File: config.mk
export PLATFORM = sky130hd
export DESIGN_NAME = multicycle_cu
export DESIGN_NICKNAME = d
export VERILOG_FILES = /design/src/rtl/multicycle_cu.sv
export SDC_FILE = /design/constraint.sdc
export NUM_CORES = 1
export LEC_CHECK = 0
export CAP_MARGIN = 20
export CORE_MARGIN = 2
export CORE_UTILIZATION = 48
export DETAILED_ROUTE_END_ITERATION = 12
export HOLD_SLACK_MARGIN = 0.03
export PLACE_DENSITY = 0.81
export SLEW_MARGIN = 5
export SYNTH_ARGS = -nofsm -noshare
export SYNTH_HDL_FRONTEND = slang
export SYNTH_SLANG_ARGS = --single-unit
File: constraint.sdc
create_clock -name clk -period 3.2 [get_ports clk]
set_clock_uncertainty 0.05 [all_clocks]
set_input_delay 0.48 -clock clk [delete_from_list [all_inputs] [get_ports clk]]
set_output_delay 0.48 -clock clk [all_outputs]
set_load 0.01 [all_outputs]
File: src/rtl/multicycle_cu.sv
// Multicycle control unit: FETCH/DECODE/EXEC/MEM/WB sequencer with memory-wait
// timeout, registered status pulses and combinational datapath controls.
module multicycle_cu #(
   parameter int OPW         = 4,
   parameter int MEM_TIMEOUT = 15
) (
   input  logic           clk,
   input  logic           reset,
   input  logic           go,
   input  logic [OPW-1:0] opcode,
   input  logic           zero,
   input  logic           mem_ready,
   output logic           PCWrite,
   output logic           IRWrite,
   output logic           RegDst,
   output logic           ALUSrc,
   output logic           MemToReg,
   output logic           RegWrite,
   output logic           MemRead,
   output logic           MemWrite,
   output logic [1:0]     ALUOp,
   output logic [2:0]     state,
   output logic           instr_done,
   output logic           illegal_op,
   output logic           mem_timeout
);

   localparam int             CW     = (MEM_TIMEOUT > 0) ? $clog2(MEM_TIMEOUT + 1) : 1;
   localparam bit             TO_EN  = (MEM_TIMEOUT > 0);
   localparam logic [CW-1:0]  TO_VAL = CW'(MEM_TIMEOUT);
   localparam logic [OPW-1:0] OP_R   = OPW'(0);
   localparam logic [OPW-1:0] OP_I   = OPW'(1);
   localparam logic [OPW-1:0] OP_LW  = OPW'(2);
   localparam logic [OPW-1:0] OP_SW  = OPW'(3);
   localparam logic [OPW-1:0] OP_BEQ = OPW'(4);

   typedef enum logic [2:0] {
      S_FETCH  = 3'd0,
      S_DECODE = 3'd1,
      S_EXEC   = 3'd2,
      S_MEM    = 3'd3,
      S_WB     = 3'd4
   } state_t;

   state_t         r_state;
   state_t         w_next_state;
   logic [OPW-1:0] r_op_q;
   logic [CW-1:0]  r_wait_cnt;
   logic           r_instr_done;
   logic           r_illegal_op;
   logic           r_mem_timeout;

   logic           w_is_r, w_is_i, w_is_lw, w_is_sw, w_is_beq;
   logic           w_to_hit;
   logic           w_waiting;
   logic           w_done_set, w_illegal_set, w_timeout_set;
   logic           w_pc_write, w_ir_write, w_reg_dst, w_alu_src;
   logic           w_mem_to_reg, w_reg_write, w_mem_read, w_mem_write;
   logic [1:0]     w_alu_op;

   assign w_is_r   = (r_op_q == OP_R);
   assign w_is_i   = (r_op_q == OP_I);
   assign w_is_lw  = (r_op_q == OP_LW);
   assign w_is_sw  = (r_op_q == OP_SW);
   assign w_is_beq = (r_op_q == OP_BEQ);
   assign w_to_hit = TO_EN && (r_wait_cnt == TO_VAL);

   // State, latched opcode, wait counter and status pulse registers
   always_ff @(posedge clk or posedge reset) begin
      if (reset) begin
         r_state       <= S_FETCH;
         r_op_q        <= '0;
         r_wait_cnt    <= '0;
         r_instr_done  <= 1'b0;
         r_illegal_op  <= 1'b0;
         r_mem_timeout <= 1'b0;
      end else begin
         r_state       <= w_next_state;
         r_wait_cnt    <= w_waiting ? (r_wait_cnt + CW'(1)) : '0;
         r_instr_done  <= w_done_set;
         r_illegal_op  <= w_illegal_set;
         r_mem_timeout <= w_timeout_set;
         if (r_state == S_DECODE) begin
            r_op_q <= opcode;
         end else begin
            r_op_q <= r_op_q;
         end
      end
   end

   // Next-state, datapath controls and status pulse triggers
   always_comb begin
      w_next_state  = r_state;
      w_waiting     = 1'b0;
      w_done_set    = 1'b0;
      w_illegal_set = 1'b0;
      w_timeout_set = 1'b0;
      w_pc_write    = 1'b0;
      w_ir_write    = 1'b0;
      w_reg_dst     = 1'b0;
      w_alu_src     = 1'b0;
      w_mem_to_reg  = 1'b0;
      w_reg_write   = 1'b0;
      w_mem_read    = 1'b0;
      w_mem_write   = 1'b0;
      w_alu_op      = 2'b00;
      case (r_state)
         S_FETCH: begin
            if (go) begin
               w_mem_read = 1'b1;
               if (mem_ready) begin
                  w_pc_write   = 1'b1;
                  w_ir_write   = 1'b1;
                  w_next_state = S_DECODE;
               end else if (w_to_hit) begin
                  w_timeout_set = 1'b1;
                  w_next_state  = S_FETCH;
               end else begin
                  w_waiting = 1'b1;
               end
            end else begin
               w_next_state = S_FETCH;
            end
         end
         S_DECODE: begin
            // The raw opcode is judged here because r_op_q only loads at this edge
            if (opcode <= OP_BEQ) begin
               w_next_state = S_EXEC;
            end else begin
               w_illegal_set = 1'b1;
               w_next_state  = S_FETCH;
            end
         end
         S_EXEC: begin
            if (w_is_r) begin
               w_alu_op     = 2'b10;
               w_next_state = S_WB;
            end else if (w_is_i) begin
               w_alu_src    = 1'b1;
               w_alu_op     = 2'b10;
               w_next_state = S_WB;
            end else if (w_is_lw || w_is_sw) begin
               w_alu_src    = 1'b1;
               w_alu_op     = 2'b00;
               w_next_state = S_MEM;
            end else if (w_is_beq) begin
               w_alu_op     = 2'b01;
               w_pc_write   = zero;
               w_done_set   = 1'b1;
               w_next_state = S_FETCH;
            end else begin
               w_next_state = S_FETCH;
            end
         end
         S_MEM: begin
            w_mem_read  = w_is_lw;
            w_mem_write = w_is_sw;
            if (mem_ready) begin
               if (w_is_lw) begin
                  w_next_state = S_WB;
               end else begin
                  w_done_set   = w_is_sw;
                  w_next_state = S_FETCH;
               end
            end else if (w_to_hit) begin
               w_timeout_set = 1'b1;
               w_next_state  = S_FETCH;
            end else begin
               w_waiting = 1'b1;
            end
         end
         S_WB: begin
            w_reg_write  = 1'b1;
            w_reg_dst    = w_is_r;
            w_mem_to_reg = w_is_lw;
            w_done_set   = 1'b1;
            w_next_state = S_FETCH;
         end
         default: begin
            w_next_state = S_FETCH;
         end
      endcase
   end

   // Controls are forced low for as long as reset is held, not just at the edge
   assign PCWrite  = w_pc_write   & ~reset;
   assign IRWrite  = w_ir_write   & ~reset;
   assign RegDst   = w_reg_dst    & ~reset;
   assign ALUSrc   = w_alu_src    & ~reset;
   assign MemToReg = w_mem_to_reg & ~reset;
   assign RegWrite = w_reg_write  & ~reset;
   assign MemRead  = w_mem_read   & ~reset;
   assign MemWrite = w_mem_write  & ~reset;
   assign ALUOp    = reset ? 2'b00 : w_alu_op;

   assign state       = r_state;
   assign instr_done  = r_instr_done;
   assign illegal_op  = r_illegal_op;
   assign mem_timeout = r_mem_timeout;

endmodule

* Yosys cells after proc, flatten, opt, wreduce, memory -nomap -nowiden
Index checks and enable logic that the tools add are counted.
** Storage, ports and cells
- Register bits :: 14
- Input bits :: 9
- Output and inout port bits :: 16
** Cells by class
- $add $sub $neg :: 1
- Magnitude comparators :: 1
- Equal/unequal tests :: 9
- Multiplexer cells :: 52
- Bitwise gates (word level) :: 9
- Reductions and logical operators :: 3
** Operators by type and width (number)
- $mux 1 :: 32
- $mux 3 :: 7
- $mux 2 :: 6
- $pmux 3 s4 :: 1
- $and 1x1->1 :: 8
- $eq 4x2->1 const B :: 2
- $pmux 1 s2 :: 4
- $eq 3x2->1 const B :: 2
- $add 4x1->4 const B :: 1
- $eq 4x1->1 const B :: 1
- $eq 4x3->1 const B :: 1
- $eq 4x4->1 const B :: 1
- $le 4x3->1 const B :: 1
- $logic_not 4->1 :: 1
- $mux 4 :: 1
- $eq 3x1->1 const B :: 1
- $eq 3x3->1 const B :: 1
- $logic_not 3->1 :: 1
- $pmux 1 s3 :: 1
- $logic_or 1x1->1 :: 1
- $not 1->1 :: 1

* Logic depth before layout (Yosys ltp)
- Word-level depth :: 7
- Depth in mapped cells :: 4

* Worst setup path after synthesis
OpenSTA, ideal clock, no wires.
- Kind :: input to output
- Start :: in reset
- End :: out ALUOp[1]
- Arrival time :: 1371 ps
- Path slack :: 1299 ps
- Stages on the path :: 4
- Path buffers :: 1
- Path through :: clkbuf_1 -> inv_1 -> nand4_1 -> nor2_1
** On the way
- Word-level cells in the longest chain between the ends :: 1
** RTL lines
- from (decl) :: RTL line 8 : input logic reset,
- $mux 2 :: RTL line 194 : assign ALUOp = reset ? 2'b00 : w_alu_op;
- to (decl) :: RTL line 21 : output logic [1:0] ALUOp,
Every way passes these cells.

* Worst setup path in the final report
- Start :: in reset
- End :: out ALUSrc
** On the way
- Word-level cells in the longest chain between the ends :: 2
** RTL lines
- $not 1->1 :: RTL line 189 : assign ALUSrc = w_alu_src & ~reset;
- $and 1x1->1 :: RTL line 189
- to (decl) :: RTL line 16 : output logic ALUSrc,
Every way passes these cells.

==> run_results.csv <==
group,metric,value,unit
global_routing,grt_pass1_wl,2.84,mm
logic_synthesis,synth.cell_area,778,sq um
finish,drive_gt1_share,8.49,%
drt,viasPerCell,5.55,
place,port_buffers,24,
finish,fin_cells,122,
power_and_ir_drop,ir_drop,0.000343,V
global_routing,grtUsageTotal,20.1,%
place,dp_slack,0.454,ns
global_routing,grt_pass1_vias,654,
drt,drc,0,
floorplan,fp.dieW,44.3,um
logic_synthesis,ys_dominant_reg_cell,"dfrtp_1",
timing,max_slew.worst_pin.slew,0.360,ns
drt,num_vias,677,
timing,period_needed,2.74,ns
cts,cts_tree,"built",
worst_setup_path,reg2regPathDepth,2,
power_and_ir_drop,cellPowerDensity,461,nW/um^2
power_and_ir_drop,leakage,0.441,nW
cts,clk_path_buf_depth,2,
floorplan,row_count,14,
floorplan,start_util,51.7,%
logic_synthesis,async_flop_share,100,%
worst_setup_path,cp.arrival,2.21,ns
power_and_ir_drop,power_frac_seq,51.0,%
logic_synthesis,yosysMostFrequentCell,"dfrtp_1",
timing,rsz0062_at_grt,"false",
outcome,status,"finished, final reports clean",
power_and_ir_drop,switchingPower,0.000156,W
cts,cts_setup_buffers,0,
min_path,hold_depth,1,
floorplan,coreArea,1510,sq um
power_and_ir_drop,p_comb_share,23.4,%
logic_synthesis,synth_top_area_share,45.0,%
worst_setup_path,required,2.67,ns
drt,drt-wirelength-per-cell,14.1,um
global_routing,antenna_found_initial,0,
worst_setup_path,cp-start-kind,"primary input",
logic_synthesis,syn_nets,91,
cts,htree_levels,1,
finish,nNetsFinal,117,
logic_synthesis,syn_avg_cell_area,9.61,sq um
worst_setup_path,crit_top_cell,"clkdlybuf4s50_1",
logic_synthesis,yosysSeqAreaShare,45.0,%
timing,worst_slack,0.458,ns
power_and_ir_drop,pwr-share-clk,25.6,%
timing,setup_viol,0,
drt,antenna_left,0,
floorplan,die_area,1960,sq um
finish,syn_to_final_growth,36.7,%
cts,cts-resized-gates,0,
timing,fin_setup_tns,0,ns
logic_synthesis,synth_cell_types,29,
place,gp_congestion,0.850,
floorplan,die_height,44.3,um
worst_setup_path,critical_path_depth,5,
drt,drt_iter0_drc,6,
logic_synthesis,ys_top_cells_by_area,"dfrtp_1, nor2_1, mux2_1",
timing,fmax,0.365,GHz
cts,cts_root_buf,"clkbuf_4",
worst_setup_path,worstPathCellList,"clkdlybuf4s50_1, inv_1, nand4_1, nor2_1, clkdlybuf4s50_1",
cts,hold_buffers,0,
cts,clkLatencyLatePin,0.28,ns
cts,clock-sinks,14,
worst_setup_path,cpPeakStageDelay,0.55,ns
drt,totalWireLength,1.72,mm
logic_synthesis,synth_top_cell_by_area,"dfrtp_1",
finish,diodes,0,
cts,cts_inserted_buffers,3,
place,dp_cells,118,
min_path,hold_class,"flip-flop to flip-flop",
floorplan,io_pins,25,
flow_run,maxCapViolCount,0,
power_and_ir_drop,swShare,31.8,%
timing,finalHoldViolCount,0,
drt,first_pass_iters,4,
timing,layout_worst_path_cycle_share,85.7,%
place,dp_hpwl,1.40,mm
global_routing,grt_max_degree,12,
logic_synthesis,synth_common_cells,"dfrtp_1, nor2_1, nand2_1, inv_1, nand3_1",
worst_setup_path,endpoint_kind,"output pin",
worst_setup_path,crit_family,"buffers and inverters",
worst_setup_path,path_buf_inv,3,
worst_setup_path,critical_path_class,"primary input to output pin",
global_routing,gr-total-overflow,0,
timing,slew_viol_final,0,
power_and_ir_drop,p_int,0.000334,W
logic_synthesis,ys_ff_latch,14,
worst_setup_path,slowest_stage,"clkdlybuf4s50_1",
timing,slew_headroom,76.0,%
worst_setup_path,cp_max_fo,10,
timing,fin_hold_ws,0.456,ns
cts,clk_pin_slew,0.08,ns
logic_synthesis,yosys_warnings,0,
logic_synthesis,synthCells,81,
logic_synthesis,synth_edf_count,0,
==> per-stage QoR <==
stage          utilization, %  total power (W)  instance area, sq um
6_report                 70.6         0.000490                  1060
3_5_place_dp             68.2         0.000369                  1030
2_1_floorplan               -         0.000320                   778
3_3_place_gp             68.2         0.000365                  1030
5_1_grt                  70.6         0.000521                  1060
4_1_cts                  70.6         0.000494                  1060
==> area by class of cell <==
type | count | area [sq um]
fillers | 136 | 443
well taps | 16 | 20.0
inverters | 5 | 18.8
multi-input cells | 58 | 390
flip-flops and latches | 14 | 350
clock buffers | 4 | 36.3
repair buffers | 25 | 248
==> routing by layer <==
metal  GRT usage [%]  routed length [um]  vias to the layer above
li1                -                   -                      343
met1            24.7                 711                      305
met2            33.5                 889                       26
met3            6.53                 101                        3
met4            6.06                  12                        0
met5               0                   0                        -
==> power by group through the flow <==
stage          combinational, W  clock, W  sequential (W)
3_5_place_dp           0.000115         0        0.000254
6_report               0.000114  0.000126        0.000250
4_1_cts                0.000115  0.000128        0.000250
5_1_grt                0.000126  0.000140        0.000255
2_1_floorplan         0.0000802         0        0.000240
3_3_place_gp           0.000112         0        0.000253
==> cell families (layout without fill, tap and decap cells) <==
family,Yosys count,count (layout),share of synthesized area [%]
AOI/OAI and AO/OA,11,11,9.81
xor gates and xnor gates,1,1,1.13
adders and majority gates,1,1,1.61
buffers and inverters,9,34,4.82
DFF,14,14,45.0
muxes,3,3,4.34
and+or+nand+nor,42,42,33.3
==> worst paths after layout <==
kind / slack [ns] / startpoint / endpoint
worst max-delay path: 0.46 / reset / ALUSrc
worst min-delay path: 0.46 / r_wait_cnt[0]$_DFF_PP0_ / r_wait_cnt[0]$_DFF_PP0_
worst max register to register: 1.76 / state[0]$_DFF_PP0_ / r_op_q[3]$_DFFE_PP0P_
worst min register to register: 0.46 / r_wait_cnt[0]$_DFF_PP0_ / r_wait_cnt[0]$_DFF_PP0_
max in group asynchronous: 2.07 / reset / r_wait_cnt[2]$_DFF_PP0_
min in group asynchronous: 0.62 / reset / r_op_q[0]$_DFFE_PP0P_
==> placed cells by master, fill, tap and decap left out, types with 2 or more instances in the layout <==
| master | instances |
|---|---|
| nand4b_1 | 2 |
| dfrtp_1 | 14 |
| inv_1 | 5 |
| o21ai_0 | 2 |
| nor3_1 | 3 |
| clkdlybuf4s50_1 | 24 |
| clkbuf_4 | 3 |
| nand2_1 | 7 |
| mux2_1 | 3 |
| nor4b_1 | 2 |
| nand3_1 | 4 |
| a21oi_1 | 2 |
| nor3b_1 | 3 |
| nand4_1 | 2 |
| o21ai_1 | 2 |
| nor2_1 | 13 |
==> sequential cells by signal, summed over array words and instances (netlist names) <==
signal and cells:
r_wait_cnt 4, illegal_op 1, mem_timeout 1, state 3, instr_done 1, r_op_q 4
Note: power is estimated with default switching activity, not from simulation.
